### src/rtl/branch_sequencer_if.sv
// Fetch/retire bus between branch_sequencer, program memory and the execute stage.
// master = sequencer side, slave = memory/core side.
`timescale 1ns/1ps
interface branch_sequencer_if #(
  parameter int addr_width  = 9,
  parameter int instr_width = 16
);
  logic                   mem_req;
  logic [addr_width-1:0]  mem_addr;
  logic                   mem_ack;
  logic [instr_width-1:0] mem_data;
  logic                   instr_valid;
  logic [instr_width-1:0] instr;
  logic [addr_width-1:0]  pc;
  logic                   done;
  logic [2:0]             op;
  logic [7:0]             offset;
  logic                   carry;
  logic                   zero;
  logic                   stack_err;

  modport master (
    output mem_req, mem_addr, instr_valid, instr, pc, stack_err,
    input  mem_ack, mem_data, done, op, offset, carry, zero
  );

  modport slave (
    input  mem_req, mem_addr, instr_valid, instr, pc, stack_err,
    output mem_ack, mem_data, done, op, offset, carry, zero
  );
endinterface

### src/rtl/branch_sequencer.sv
// PC sequencer: fetches over req/ack, holds the word until retired, then picks the next PC.
// Optional return stack enabled by defining RETSTACK_EN (stack_err tied low otherwise).
//
// state | meaning
// IDLE  | reset only, leaves to FETCH on the first edge
// FETCH | mem_req high with mem_addr=pc, waiting for mem_ack
// ISSUE | instr_valid high, waiting for done to select the next pc
`timescale 1ns/1ps
module branch_sequencer #(
  parameter int addr_width  = 9,
  parameter int instr_width = 16,
  parameter int reset_addr  = 0,
  parameter int stack_depth = 4
) (
  input  logic clk,
  input  logic rst_n,
  branch_sequencer_if.master bus
);

  localparam logic [1:0] IDLE  = 2'd0;
  localparam logic [1:0] FETCH = 2'd1;
  localparam logic [1:0] ISSUE = 2'd2;
  localparam logic [addr_width-1:0] RST_PC = addr_width'(reset_addr);

  logic [1:0]             state;
  logic [addr_width-1:0]  pc_q;
  logic [addr_width-1:0]  seq;
  logic [addr_width-1:0]  target;
  logic [addr_width-1:0]  next_pc;
  logic                   mem_req_q;
  logic                   valid_q;
  logic [instr_width-1:0] instr_q;
  logic                   retire;

  assign retire = (state == ISSUE) && bus.done;
  assign seq    = pc_q + addr_width'(1);
  assign target = pc_q + addr_width'($signed(bus.offset));

`ifdef RETSTACK_EN
  localparam int SW = (stack_depth > 1) ? $clog2(stack_depth) : 1;

  logic [addr_width-1:0] stk_mem [stack_depth];
  logic [SW-1:0]         wp;
  logic [SW:0]           cnt;
  logic                  err_q;
  logic                  stk_empty;
  logic                  stk_full;
  logic                  do_call;
  logic                  do_ret;
  logic [addr_width-1:0] stk_top;

  assign stk_empty = (cnt == '0);
  assign stk_full  = (cnt == (SW+1)'(stack_depth));
  assign stk_top   = stk_mem[wp - SW'(1)];
  assign do_call   = retire && (bus.op == 3'b100);
  assign do_ret    = retire && (bus.op == 3'b101);
  assign bus.stack_err = err_q;

  // A full stack keeps accepting calls: the write pointer wraps over the oldest entry.
  always_ff @(posedge clk or negedge rst_n) begin
    if (!rst_n) begin
      wp    <= '0;
      cnt   <= '0;
      err_q <= 1'b0;
    end else if (do_call) begin
      wp <= wp + SW'(1);
      if (stk_full) err_q <= 1'b1;
      else          cnt   <= cnt + (SW+1)'(1);
    end else if (do_ret) begin
      if (stk_empty) begin
        err_q <= 1'b1;
      end else begin
        wp  <= wp - SW'(1);
        cnt <= cnt - (SW+1)'(1);
      end
    end
  end

  always_ff @(posedge clk) begin
    if (do_call) stk_mem[wp] <= seq;
  end
`else
  assign bus.stack_err = 1'b0;
`endif

  always_comb begin
    next_pc = seq;
    case (bus.op)
      3'b001: next_pc = target;
      3'b010: if (bus.carry) next_pc = target;
      3'b011: if (bus.zero)  next_pc = target;
`ifdef RETSTACK_EN
      3'b100: next_pc = target;
      3'b101: if (!stk_empty) next_pc = stk_top;
`endif
      default: next_pc = seq;
    endcase
  end

  always_ff @(posedge clk or negedge rst_n) begin
    if (!rst_n) begin
      state     <= IDLE;
      pc_q      <= RST_PC;
      mem_req_q <= 1'b0;
      valid_q   <= 1'b0;
      instr_q   <= '0;
    end else begin
      case (state)
        IDLE: begin
          state     <= FETCH;
          mem_req_q <= 1'b1;
        end
        FETCH: begin
          if (bus.mem_ack) begin
            instr_q   <= bus.mem_data;
            mem_req_q <= 1'b0;
            valid_q   <= 1'b1;
            state     <= ISSUE;
          end
        end
        ISSUE: begin
          if (bus.done) begin
            valid_q   <= 1'b0;
            pc_q      <= next_pc;
            mem_req_q <= 1'b1;
            state     <= FETCH;
          end
        end
        default: begin
          state     <= IDLE;
          mem_req_q <= 1'b0;
          valid_q   <= 1'b0;
        end
      endcase
    end
  end

  assign bus.mem_req     = mem_req_q;
  assign bus.mem_addr    = pc_q;
  assign bus.pc          = pc_q;
  assign bus.instr_valid = valid_q;
  assign bus.instr       = instr_q;

endmodule

### src/flat_wrapper.sv
// flat-port wrapper written by rule: the top's interface ports become plain ports
module branch_sequencer_flat 
#(
  parameter int addr_width  = 9,
  parameter int instr_width = 16,
  parameter int reset_addr  = 0,
  parameter int stack_depth = 4
)
  (clk, rst_n, bus_mem_req, bus_mem_addr, bus_instr_valid, bus_instr, bus_pc, bus_stack_err, bus_mem_ack, bus_mem_data, bus_done, bus_op, bus_offset, bus_carry, bus_zero);
  branch_sequencer_if #(.addr_width(addr_width), .instr_width(instr_width)) bus_i ();
  input  logic clk;
  input  logic rst_n;
  output wire logic [$bits(bus_i.mem_req)-1:0] bus_mem_req;
  output wire logic [$bits(bus_i.mem_addr)-1:0] bus_mem_addr;
  output wire logic [$bits(bus_i.instr_valid)-1:0] bus_instr_valid;
  output wire logic [$bits(bus_i.instr)-1:0] bus_instr;
  output wire logic [$bits(bus_i.pc)-1:0] bus_pc;
  output wire logic [$bits(bus_i.stack_err)-1:0] bus_stack_err;
  input wire logic [$bits(bus_i.mem_ack)-1:0] bus_mem_ack;
  input wire logic [$bits(bus_i.mem_data)-1:0] bus_mem_data;
  input wire logic [$bits(bus_i.done)-1:0] bus_done;
  input wire logic [$bits(bus_i.op)-1:0] bus_op;
  input wire logic [$bits(bus_i.offset)-1:0] bus_offset;
  input wire logic [$bits(bus_i.carry)-1:0] bus_carry;
  input wire logic [$bits(bus_i.zero)-1:0] bus_zero;
  assign bus_mem_req = bus_i.mem_req;
  assign bus_mem_addr = bus_i.mem_addr;
  assign bus_instr_valid = bus_i.instr_valid;
  assign bus_instr = bus_i.instr;
  assign bus_pc = bus_i.pc;
  assign bus_stack_err = bus_i.stack_err;
  assign bus_i.mem_ack = bus_mem_ack;
  assign bus_i.mem_data = bus_mem_data;
  assign bus_i.done = bus_done;
  assign bus_i.op = bus_op;
  assign bus_i.offset = bus_offset;
  assign bus_i.carry = bus_carry;
  assign bus_i.zero = bus_zero;
  branch_sequencer #(.addr_width(addr_width), .instr_width(instr_width), .reset_addr(reset_addr), .stack_depth(stack_depth)) u_core (.clk(clk), .rst_n(rst_n), .bus(bus_i));
endmodule
### config.mk
export PLATFORM = sky130hd
export DESIGN_NAME = branch_sequencer_flat
export DESIGN_NICKNAME = d
export VERILOG_FILES = /design/src/rtl/branch_sequencer_if.sv /design/src/rtl/branch_sequencer.sv /design/src/flat_wrapper.sv
export SDC_FILE = /design/constraint.sdc
export NUM_CORES = 1
export LEC_CHECK = 0
export CORE_AREA = 2 2 76 78
export DETAILED_ROUTE_END_ITERATION = 10
export DIE_AREA = 0 0 78 80
export PLACE_DENSITY = 0.59
export SYNTH_ARGS = -nofsm -noshare
export SYNTH_HDL_FRONTEND = slang
export SYNTH_SLANG_ARGS = --single-unit
### constraint.sdc
create_clock -name clk -period 2.41 [get_ports clk]
set_clock_uncertainty 0.1 [all_clocks]
set_input_delay 0.241 -clock clk [delete_from_list [all_inputs] [get_ports clk]]
set_output_delay 0.241 -clock clk [all_outputs]
set_load 0.005 [all_outputs]
# Word level (Yosys, flattened, before mapping)
# Cells that the tools add are included.
[totals]
reg_bits = 29
inputBits = 33
output_inout_bits = 37
elab_cells = 32
[op_classes]
n_addsub = 2
eq_ne = 7
n_mux = 12
bitwise = 1
reduce_logical = 5
[op_table]
columns = ["op", "n"]
rows = [
  ["$pmux 9 s3", 1],
  ["$mux 9", 2],
  ["$add 9x1->9 const B", 1],
  ["$add 9x9->9", 1],
  ["$eq 3x2->1 const B", 2],
  ["$pmux 1 s3", 2],
  ["$pmux 2 s3", 1],
  ["$reduce_and 2->1", 3],
  ["$mux 1", 4],
  ["$mux 2", 2],
  ["$ne 2x2->1 const B", 2],
  ["$eq 3x1->1 const B", 1],
  ["$reduce_and 3->1", 1],
  ["$eq 2x1->1 const B", 1],
  ["$eq 2x2->1 const B", 1],
  ["$logic_not 2->1", 1],
  ["$not 1->1", 1],
]

# Longest topological paths before layout
# Gate-level depths: netlist of the first run.
[depth]
word_depth = 3
ltp_mapped = 7
depth_no_buf = 7

# Least setup slack after synthesis of the first run
# Ideal clock, no wire load.
[synth_path]
kind = "reg2reg"
from = "reg u_core.pc_q[0] (netlist: u_core.bus.mem_addr[0])"
to = "reg u_core.pc_q[6] (netlist: u_core.bus.mem_addr[6])"
setup_time_ps = 126
arrival_time_ps = 1811
t_required_ps = 2184
setup_slack_ps = 373
stages_incl_launch_ff = 8
path_buffers = 0
synth_period_minus_slack_ps = 2037
cell_sequence = "dfrtp_1 > ha_1 > fa_1 > nand3_1 > nand2_1 > a31oi_1 > xnor2_1 > a221o_1"
[synth_between]
elab_chain_cells = 3
word_cells_on_any_way = 5
classes_between = "2 x add/sub; 3 x mux"
[synth_lines]
columns = ["element", "line", "source"]
rows = [
  ["from (decl)", "branch_sequencer.sv:26", "logic [addr_width-1:0] pc_q;"],
  ["from (signal assigned)", "branch_sequencer.sv:124", "pc_q <= next_pc;"],
  ["$add 9x1->9 or $add 9x9->9 (tied branches)", "branch_sequencer.sv:36, branch_sequencer.sv:37", ""],
  ["$mux 9, on equally long branches", "branch_sequencer.sv:91, branch_sequencer.sv:90", ""],
  ["$pmux 9 s3 *", "branch_sequencer.sv:88", "case (bus.op)"],
]
# Every way passes the cells marked *; elsewhere a longest branch is shown, timed or not.
# A chain may end at the register's enable or synchronous reset.

# Final worst setup path of the first run
# Ends and elaborated chain as after synthesis.

==> results of run 1 <==
## power by group through the flow
stage | registers [mW] | logic (mW) | clock network [mW]
after floorplan | 0.906 | 0.841 | 0
after global placement | 0.895 | 1.62 | 0
after detailed placement | 0.902 | 1.62 | 0
after CTS | 0.893 | 1.64 | 0.390
after global routing | 0.931 | 1.77 | 0.409
final | 0.888 | 1.61 | 0.375
## critical path, stage by stage, from the launching register on
cell                      delay, ns
sky130_fd_sc_hd__dfrtp_1       0.39
sky130_fd_sc_hd__ha_1          0.24
sky130_fd_sc_hd__fa_1          0.42
sky130_fd_sc_hd__nand3_1       0.10
sky130_fd_sc_hd__nand2_1       0.10
sky130_fd_sc_hd__a31oi_1       0.21
sky130_fd_sc_hd__xnor2_1       0.08
sky130_fd_sc_hd__a221o_1       0.33
## synth_stat cells, types with 5 or more instances
cell / count / area share (%)
sky130_fd_sc_hd__nand2_1: 12 / 2.7
sky130_fd_sc_hd__ha_1: 9 / 6.6
sky130_fd_sc_hd__buf_4: 10 / 4.4
sky130_fd_sc_hd__xor2_1: 5 / 2.6
sky130_fd_sc_hd__mux2_2: 16 / 11
sky130_fd_sc_hd__dfrtp_1: 28 / 41
sky130_fd_sc_hd__o21ai_0: 9 / 2.7
sky130_fd_sc_hd__inv_1: 5 / 1.1
sky130_fd_sc_hd__a21oi_1: 14 / 4.1
sky130_fd_sc_hd__nand3_1: 6 / 1.8
sky130_fd_sc_hd__nor2_1: 6 / 1.3
## cell type report
class / instances / area, um^2
repair buffers: 77 / 748.2
clock buffers: 3 / 41.29
fillers: 530 / 2892
inverters: 5 / 18.77
clock inverters: 1 / 30.03
well taps: 72 / 90.09
flip-flops and latches: 28 / 700.7
multi-input cells: 120 / 884.6
## layer usage
| layer | GRT usage (%) | vias to the layer above |
|---|---|---|
| li1 | - | 742 |
| met1 | 17.42 | 682 |
| met2 | 21.98 | 36 |
| met3 | 2.941 | 2 |
| met4 | 2.632 | 0 |
| met5 | 0 | - |
## kinds of logic (layout without fill, tap and decap cells)
family / count (synthesis) / after routing / synth area share, %
fa+ha+maj: 10 / 10 / 7.806
flops: 28 / 28 / 41.24
other cells: 1 / 1 / 0.2207
xor+xnor: 6 / 6 / 3.093
buf+inv: 19 / 86 / 6.701
mux: 16 / 16 / 10.60
compound gates: 41 / 41 / 15.17
simple gates: 46 / 46 / 15.17
## worst max-delay path by stage
stage	to	from	cells after the start	slack, ns
floorplan	u_core.bus.mem_addr[6]$_DFFE_PN0P_	u_core.bus.mem_addr[0]$_DFFE_PN0P_	7	0.37
CTS	u_core.bus.mem_addr[6]$_DFFE_PN0P_	u_core.bus.mem_addr[0]$_DFFE_PN0P_	7	0.30
global placement	u_core.bus.mem_addr[6]$_DFFE_PN0P_	bus_offset[0]	8	0.04
global route	u_core.bus.mem_addr[6]$_DFFE_PN0P_	u_core.bus.mem_addr[0]$_DFFE_PN0P_	7	0.17
detailed placement	u_core.bus.mem_addr[6]$_DFFE_PN0P_	bus_offset[0]	8	0.01
finish	u_core.bus.mem_addr[6]$_DFFE_PN0P_	u_core.bus.mem_addr[0]$_DFFE_PN0P_	7	0.32
## registers in the layout (all words and copies together) (netlist names)
register                flops
u_core.bus.instr           16
u_core.bus.mem_addr         9
u_core.bus.instr_valid      1
u_core.bus.mem_req          1
u_core.state                1
## placed cells by master, fill, tap and decap left out, drive strengths merged, types with 4 or more instances in the layout
master	synthesis	routed
dfrtp	28	28
xor2	5	5
ha	9	9
o21ai	9	9
mux2	16	16
buf	14	9
nand4	4	4
nand2	12	12
nand3	6	6
a21oi	14	14
nor2	6	6
and3	4	4
clkdlybuf4s50	0	68
inv	5	5
==> parameters.txt, run 1 <==
Parameter                              Value

Timing
  Final worst slack ... 0.3194 ns
  Final setup TNS ... 0 ns
  Hold Vio Cnt, Final ... 0
  Portion of the clock cycle consumed by the worst path in the final layout ... 86.74%
  Setup-failing EPs final ... 0
  Unrepaired setup endpoints after global routing ... no
  Clock period minus final worst setup slack ... 2.091 ns
  Number of max-slew violations in the final report ... 0
  FMAX ... 478.3 MHz
  Tightest hold margin ... 0.2336 ns

Final layout
  Antenna Cells ... 0
  Summed area of non-filler cells in the final layout ... 2514 um^2
  Net count reported at finish ... 278
  Post-route core utilization ... 46.50%
  Area growth, synth to finish ... 47.94%
  Fraction of layout instances using a drive strength above 1 ... 13.25%
  Final Non-Filler Cells ... 306

Route
  Total detailed-routing wirelength ... 4057 um
  Highest routing layer actually used ... met4
  ANT nets after route ... 0
  Detailed Routing Iterations Pass 1 ... 4
  Detailed route wirelength on metal2 ... 1975 um
  DRC violations left ... 0
  Via density per instance ... 4.778
  Drt wl/cell ... 13.26 um
  Routed met1 length ... 1869 um
  DRT iter0 DRCs ... 39
  Met3 wire length ... 180 um
  Vias after detailed routing ... 1462

Clock network
  Clock latency reported for the late side of the worst-skew pair ... 0.27 ns
  Cts-stage hold buffer count ... 0
  Root buffer cell ... sky130_fd_sc_hd__clkbuf_8
  Number of buffers between clock root and the deepest sink ... 2
  Number of buffers created by CTS ... 3
  CTS HTree Levels ... 1
  Clock-pin slew reported for the worst setup and hold paths after clock tree synthesis ... 0.10 ns
  Post-cts sizing count ... 0
  TritonCTS Sinks ... 28
  CTS tree ... yes
  Number of setup buffers added after CTS ... 0

Place
  Port bufs ... 68
  Routability-driven placement congestion ratio ... 0.7877
  Pre-CTS setup slack ... 0.01334 ns
  DP Wirelength ... 3077 um
  Post-place instance area ... 2442 um^2
  Placed cell count ... 302

Worst setup path
  Worst r2r path cells ... 7
  Largest fanout on the critical path ... 3
  Worst EP required ... 2.48 ns
  Arrival time at the worst endpoint ... 2.16 ns
  Startpoint-to-endpoint class of the critical path ... reg2reg
  Critical register-to-register path startpoint ... u_core.bus.mem_addr[0]$_DFFE_PN0P_
  Type of element capturing the critical path ... register
  Reg-to-reg critical path endpoint ... u_core.bus.mem_addr[6]$_DFFE_PN0P_
  Flop-to-flop setup slack ... 0.32 ns
  Worst Setup Start Kind ... register

Synthesis
  Total standard cell area after synthesis ... 1699 um^2
  Post-synth EDFFs ... 0
  Cells after synthesis ... 167
  Number of warnings issued by yosys ... 0
  Most common flop cell mapped by yosys ... sky130_fd_sc_hd__dfrtp_1
  Count of unique library cells instantiated by Yosys ... 41
  Share of synthesized registers carrying an async set or reset ... 100.0%
  Syn avg cell area ... 10.17 um^2
  Number of flip-flops and latches in the synthesized netlist ... 28
  Fraction of the yosys area taken by sequential cells ... 41.24%
  Net count after synthesis ... 210

Floorplan
  DIE AREA ... 6240 um^2
  Effective utilization at floorplan ... 31.44%
  Num rows ... 27
  DIE HEIGHT ... 80 um
  Placeable core region ... 5405 um^2
  Top Ports ... 70
  Die width ... 78 um

Pwr
  Logic gate share of total power ... 56.1%
  Max IR drop VDD ... 0.4791 mV
  Share of power burned in registers ... 30.9%
  Static Leakage ... 1.045 nW
  Int Pwr ... 1.914 mW
  Switching share of total power ... 33.43%
  Switching power summed over all nets ... 0.9609 mW
  Final Total Pwr ... 2.874 mW
  Clock network fraction of design power ... 13.0%
  Power density over the cells ... 1144 nW/um^2

GRT
  Largest net degree at the start of global routing ... 29
  Global-route wire length before repair ... 6479 um
  Aggregate global-route resource usage ... 13.10%
  Aggregate global routing overflow ... 0
  Antenna violations before repair ... 0
  Vias in the first global route ... 1343

Worst hold path
  Min-Delay Path Class ... in2async

Status
  Run status ... finished clean

Run
  Max Cap Viol ... 0
No activity file was read; power rests on OpenSTA's default activity.
==> run 2: changes to the inputs <==
Settings changed: CORE_AREA 2 2 76 78 to 3 3 77 79, DIE_AREA 0 0 78 80 to 0 0 80 82.
==> run 2 against run 1 <==
  * Critical path depth increased by 1
  * Setup slack worse by 0.0025 ns
  * Flip-flop and latch count unchanged
  * Power decreased by 0.69%
==> parameters.txt, run 2 (same netlist as run 1, synthesis figures left out) <==
Parameter                              Value

Status
  Run status ... finished clean

Worst setup path
  CP delay by family, top ... adder cells
  Crit path buffers/inverters ... 1 (+1)
  Startpoint-to-endpoint class of the critical path ... in2reg
  Largest fanout on the critical path ... 3 (unchanged)
  Worst Setup Start Kind ... input port
  Type of element capturing the critical path ... register
  Crit path max-delay cell type ... sky130_fd_sc_hd__fa_1
  Worst EP required ... 2.48 ns (about the same)
  Arrival time at the worst endpoint ... 2.17 ns (about the same)
  Cell-by-cell trace of the critical path ... clkdlybuf4s50_1, ha_1, fa_1, nand3_1, nand2_1, a31oi_1, xnor2_1, a221o_1
  Maximum cell stage delay along the critical path ... 0.42 ns (about the same)

Timing
  Number of max-slew violations in the final report ... 0 (unchanged)
  Final setup TNS ... 0 ns (unchanged)
  Setup-failing EPs final ... 0 (unchanged)
  Unrepaired setup endpoints after global routing ... no
  Hold Vio Cnt, Final ... 0 (unchanged)
  FMAX ... 477.8 MHz (-0.12%)
  Clock period minus final worst setup slack ... 2.093 ns (+0.002515 ns)
  Portion of the clock cycle consumed by the worst path in the final layout ... 86.85% (+0.10 points)

Route
  ANT nets after route ... 0 (unchanged)
  Drt wl/cell ... 12.97 um (-2.2%)
  DRT iter0 DRCs ... 56 (+44%)
  Detailed Routing Iterations Pass 1 ... 4 (unchanged)
  Via density per instance ... 4.826 (+1.0%)
  Vias after detailed routing ... 1472 (+0.68%)
  DRC violations left ... 0 (unchanged)
  Total detailed-routing wirelength ... 3955 um (-2.5%)

Final layout
  Fraction of layout instances using a drive strength above 1 ... 12.88% (-0.37 points)
  Net count reported at finish ... 277 (-0.36%)
  Antenna Cells ... 0 (unchanged)
  Flip-flop count of the largest register after layout ... 16 (unchanged)
  Leading cell type in the layout, fill and taps excluded ... sky130_fd_sc_hd__clkdlybuf4s50_1
  Final Non-Filler Cells ... 305 (-0.33%)
  Fillcell total ... 551 (+4.0%)
  Commonest non-fill, non-tap cells in the layout ... sky130_fd_sc_hd__clkdlybuf4s50_1, sky130_fd_sc_hd__dfrtp_1, sky130_fd_sc_hd__mux2_2, sky130_fd_sc_hd__a21oi_1, sky130_fd_sc_hd__nand2_1
  Summed area of non-filler cells in the final layout ... 2506 um^2 (-0.30%)
  Area growth, synth to finish ... 47.50%

GRT
  Global-route wire length before repair ... 6472 um (-0.11%)
  Met3 usage ... 2.851% (-0.090 points)
  Aggregate global-route resource usage ... 12.40% (-0.71 points)
  Met2 Track Usage GR ... 19.78% (-2.2 points)
  Global-route track usage on met1 ... 16.97% (-0.45 points)
  Largest net degree at the start of global routing ... 29 (unchanged)
  Vias in the first global route ... 1331 (-0.89%)
  Layer with the highest usage after global routing ... met2
  Aggregate global routing overflow ... 0 (unchanged)
  Antenna violations before repair ... 0 (unchanged)

Clock network
  Clock latency reported for the late side of the worst-skew pair ... 0.28 ns (about the same)
  CTS tree ... yes
  TritonCTS Sinks ... 28 (unchanged)
  Number of buffers created by CTS ... 3 (unchanged)
  Post-cts sizing count ... 0 (unchanged)
  Root buffer cell ... sky130_fd_sc_hd__clkbuf_8
  Number of setup buffers added after CTS ... 0 (unchanged)
  Number of buffers between clock root and the deepest sink ... 2 (unchanged)
  Clock-pin slew reported for the worst setup and hold paths after clock tree synthesis ... 0.10 ns (about the same)
  Cts-stage hold buffer count ... 0 (unchanged)
  CTS HTree Levels ... 1 (unchanged)

Pwr
  Power density over the cells ... 1139 nW/um^2 (-0.40%)
  Switching share of total power ... 33.25% (-0.18 points)
  Share of power burned in registers ... 31.0% (about the same)
  Static Leakage ... 1.041 nW (-0.42%)
  Max IR drop VDD ... 0.4689 mV (-2.1%)
  Logic gate share of total power ... 55.8% (-0.3 points)
  Clock network fraction of design power ... 13.2% (+0.2 points)
  Int Pwr ... 1.905 mW (-0.42%)
  Switching power summed over all nets ... 0.9491 mW (-1.2%)

Place
  Port bufs ... 68 (unchanged)
  Post-place instance area ... 2435 um^2 (-0.31%)
  Placed cell count ... 301 (-0.33%)
  DP Wirelength ... 2996 um (-2.6%)
  Routability-driven placement congestion ratio ... 0.7811 (-0.84%)

Run
  Max Cap Viol ... 0 (unchanged)

Floorplan
  DIE AREA ... 6560 um^2 (+5.1%)
  Num rows ... 27 (unchanged)
  Placeable core region ... 5405 um^2 (unchanged)
  Top Ports ... 70 (unchanged)
  Effective utilization at floorplan ... 31.44% (unchanged)
  DIE HEIGHT ... 82 um (+2.5%)
  Die width ... 80 um (+2.6%)

Worst hold path
  Min-Delay Path Class ... in2async
## run 2: cell type report
cell class	instances	area [um^2]	share of cell area, %
repair buffers	76	740.7	29.56
clock inverters	1	30.03	1.198
clock buffers	3	41.29	1.648
flip-flops and latches	28	700.7	27.96
inverters	5	18.77	0.7489
multi-input cells	120	884.6	35.30
well taps	72	90.09	3.595
## run 2: layer usage
| layer | part of all wire, % | vias to the layer above | routed length [um] |
|---|---|---|---|
| li1 | - | 742 | - |
| met1 | 47 | 691 | 1842 |
| met2 | 47 | 34 | 1878 |
| met3 | 5.2 | 5 | 204 |
| met4 | 0.73 | 0 | 29 |
| met5 | 0 | - | 0 |
## run 2: worst paths after layout
kind                       slack, ns  cells after the start                                 end                                from
setup reg to reg                0.33                      7  u_core.bus.mem_addr[6]$_DFFE_PN0P_  u_core.bus.mem_addr[0]$_DFFE_PN0P_
hold reg to reg                 0.41                      1    u_core.bus.instr[10]$_DFFE_PN0P_    u_core.bus.instr[10]$_DFFE_PN0P_
min in group clk                0.41                      1    u_core.bus.instr[10]$_DFFE_PN0P_    u_core.bus.instr[10]$_DFFE_PN0P_
setup / recovery                0.32                      8  u_core.bus.mem_addr[6]$_DFFE_PN0P_                       bus_offset[0]
hold / removal                  0.23                      2     u_core.bus.instr[8]$_DFFE_PN0P_                               rst_n
max in group asynchronous       1.71                      2  u_core.bus.mem_addr[2]$_DFFE_PN0P_                               rst_n
## run 2: through the flow
step	utilization, %	setup slack, ns	hold WS [ns]	power (mW)
2_1_floorplan	-	0.3735	-0.1546	1.747
3_3_place_gp	45.05	0.03852	0.3856	2.509
3_5_place_dp	45.05	0.01934	0.3896	2.509
4_1_cts	46.37	0.3045	0.2399	2.899
5_1_grt	46.37	0.1994	0.2587	3.101
6_report	46.37	0.3169	0.2288	2.854
## run 2: power by group through the flow
stage | registers, mW | clock network (mW) | logic [mW]
6_report | 0.884 | 0.376 | 1.59
5_1_grt | 0.927 | 0.407 | 1.77
4_1_cts | 0.889 | 0.388 | 1.62
3_5_place_dp | 0.901 | 0 | 1.61
3_3_place_gp | 0.893 | 0 | 1.62
2_1_floorplan | 0.906 | 0 | 0.841
==> run 3: changes to the inputs <==
Settings changed: CELL_PAD_IN_SITES_DETAIL_PLACEMENT set to 2, CELL_PAD_IN_SITES_GLOBAL_PLACEMENT set to 2, CORE_AREA 3 3 77 79 to 3 3 87 89, DIE_AREA 0 0 80 82 to 0 0 90 92, PLACE_DENSITY 0.59 to 0.75.
==> run 3 against run 2 <==
  * Count of clock-buffer cells in the layout is the same
  * Critical path depth down 1
  * First-iteration DRC count down 1.8%
  * Via count is 7.5% higher
  * Sequential power about the same
  * Power grew 5.3%
  * Hold slack improved by 0.0098 ns
  * Sequential share of layout area down 0.71 points
==> parameters.txt, run 3 (same netlist as run 1, synthesis figures left out) <==
Parameter                              Value

Worst setup path
  Worst EP required ... 2.49 ns (about the same)
  Worst Setup Start Kind ... register
  Startpoint-to-endpoint class of the critical path ... reg2reg
  Arrival time at the worst endpoint ... 2.20 ns (+0.03 ns)
  Type of element capturing the critical path ... register
  Largest fanout on the critical path ... 3 (unchanged)
  Worst r2r path cells ... 7 (unchanged)

Clock network
  Root buffer cell ... sky130_fd_sc_hd__clkbuf_8
  Number of buffers created by CTS ... 3 (unchanged)
  Post-cts sizing count ... 0 (unchanged)
  Clock-pin slew reported for the worst setup and hold paths after clock tree synthesis ... 0.11 ns (about the same)
  CTS HTree Levels ... 1 (unchanged)
  Number of buffers between clock root and the deepest sink ... 2 (unchanged)
  Number of setup buffers added after CTS ... 0 (unchanged)
  Clock latency reported for the late side of the worst-skew pair ... 0.29 ns (about the same)
  Cts-stage hold buffer count ... 0 (unchanged)
  CTS tree ... yes
  TritonCTS Sinks ... 28 (unchanged)

Final layout
  Post-route core utilization ... 37.64% (-8.7 points)
  Area growth, synth to finish ... 51.33%
  Commonest non-fill, non-tap cells in the layout ... sky130_fd_sc_hd__clkdlybuf4s50_1, sky130_fd_sc_hd__dfrtp_1, sky130_fd_sc_hd__mux2_2, sky130_fd_sc_hd__a21oi_1, sky130_fd_sc_hd__nand2_1
  Fraction of layout instances using a drive strength above 1 ... 13.98% (+1.1 points)
  Fillcell total ... 772 (+40%)
  Flip-flop count of the largest register after layout ... 16 (unchanged)
  Net count reported at finish ... 280 (+1.1%)
  Leading cell type in the layout, fill and taps excluded ... sky130_fd_sc_hd__clkdlybuf4s50_1
  Summed area of non-filler cells in the final layout ... 2571 um^2 (+2.6%)
  Sequential standard cell area ... 700.7 um^2 (unchanged)
  Footprint of the multi-input gates ... 884.6 um^2 (unchanged)
  Antenna Cells ... 0 (unchanged)

Route
  Drt wl/cell ... 16.50 um (+27%)
  Detailed Routing Iterations Pass 1 ... 4 (unchanged)
  Total detailed-routing wirelength ... 5479 um (+39%)
  Via density per instance ... 4.765 (-1.3%)
  ANT nets after route ... 0 (unchanged)
  DRT iter0 DRCs ... 55 (-1.8%)
  DRC violations left ... 0 (unchanged)
  Vias after detailed routing ... 1582 (+7.5%)

GRT
  Aggregate global routing overflow ... 0 (unchanged)
  Vias in the first global route ... 1759 (+32%)
  Largest net degree at the start of global routing ... 29 (unchanged)
  Aggregate global-route resource usage ... 13.48% (+1.1 points)
  Antenna violations before repair ... 0 (unchanged)
  Global-route wire length before repair ... 9170 um (+42%)

Pwr
  Static Leakage ... 1.061 nW (+1.9%)
  Final Total Pwr ... 3.005 mW (+5.3%)
  Power density over the cells ... 1169 nW/um^2 (+2.6%)
  Max IR drop VDD ... 0.3858 mV (-18%)

Timing
  Number of max-slew violations in the final report ... 0 (unchanged)
  Clock period minus final worst setup slack ... 2.124 ns (+0.03069 ns)
  FMAX ... 470.9 MHz (-1.4%)
  Setup-failing EPs final ... 0 (unchanged)
  Tightest hold margin ... 0.2386 ns (+0.009813 ns)
  Hold Vio Cnt, Final ... 0 (unchanged)
  Unrepaired setup endpoints after global routing ... no
  Portion of the clock cycle consumed by the worst path in the final layout ... 88.12% (+1.3 points)

Place
  Routability-driven placement congestion ratio ... 0.7090 (-9.2%)
  Port bufs ... 68 (unchanged)
  DP Wirelength ... 4271 um (+43%)
  Post-place instance area ... 2500 um^2 (+2.7%)

Floorplan
  DIE AREA ... 8280 um^2 (+26%)
  DIE HEIGHT ... 92 um (+12%)
  Top Ports ... 70 (unchanged)
  Num rows ... 30 (+11%)
  Die width ... 90 um (+13%)
  Placeable core region ... 6832 um^2 (+26%)
  Effective utilization at floorplan ... 24.87% (-6.6 points)

Status
  Run status ... finished clean

Worst hold path
  Min-Delay Path Class ... in2async

Run
  Max Cap Viol ... 0 (unchanged)
## run 3: cell types whose count changed in the layout (fill, tap and decap cells not counted), sizes merged
cell  before  now
buf        8   11
## run 3: worst max-delay path: stages (launching register included)
cell                      delay (ns)
sky130_fd_sc_hd__dfrtp_1        0.40
sky130_fd_sc_hd__ha_1           0.24
sky130_fd_sc_hd__fa_1           0.42
sky130_fd_sc_hd__nand3_1        0.11
sky130_fd_sc_hd__nand2_1        0.11
sky130_fd_sc_hd__a31oi_1        0.21
sky130_fd_sc_hd__xnor2_1        0.08
sky130_fd_sc_hd__a221o_1        0.34
## run 3: cell type report
type	instances	share of cell area (%)
multi-input combinational	120	34.40
timing repair buffer	79	30.17
sequential	28	27.25
tap	96	4.672
clock buffer	3	1.606
clock inverter	1	1.168
inverter	5	0.7299
## run 3: final timing paths
| kind | start | to | slack, ns |
|---|---|---|---|
| worst min register to register | u_core.state[1]$_DFFE_PN0P_ | u_core.bus.mem_req$_DFFE_PN0P_ | 0.41 |
| max in group asynchronous | rst_n | u_core.bus.instr_valid$_DFFE_PN0P_ | 1.69 |
| worst min-delay path | rst_n | u_core.bus.instr[2]$_DFFE_PN0P_ | 0.24 |
| worst max register to register | u_core.bus.mem_addr[0]$_DFFE_PN0P_ | u_core.bus.mem_addr[6]$_DFFE_PN0P_ | 0.29 |
| worst max-delay path | u_core.bus.mem_addr[0]$_DFFE_PN0P_ | u_core.bus.mem_addr[6]$_DFFE_PN0P_ | 0.29 |
| min in group clk | u_core.state[1]$_DFFE_PN0P_ | u_core.bus.mem_req$_DFFE_PN0P_ | 0.41 |
## run 3: where the power goes
part / internal (mW) / total (mW) / switching (mW)
clock network: 0.223 / 0.398 / 0.175
registers: 0.698 / 0.886 / 0.189
logic: 1.02 / 1.72 / 0.700
## run 3: through the flow
step	instances	TNS (ns)	worst slack, ns
6_report	332	0	0.2862
5_1_grt	332	0	0.1332
3_5_place_dp	328	-0.01497	-0.01497
3_3_place_gp	328	0	0.04004
4_1_cts	332	0	0.2727
2_1_floorplan	167	0	0.3735
## run 3: layer usage
layer	vias up	wire, um	global-route usage [%]
met5	-	0	0
met4	0	28	2.296
met3	2	121	1.477
met2	29	2996	25.58
met1	809	2332	16.56
li1	742	-	-
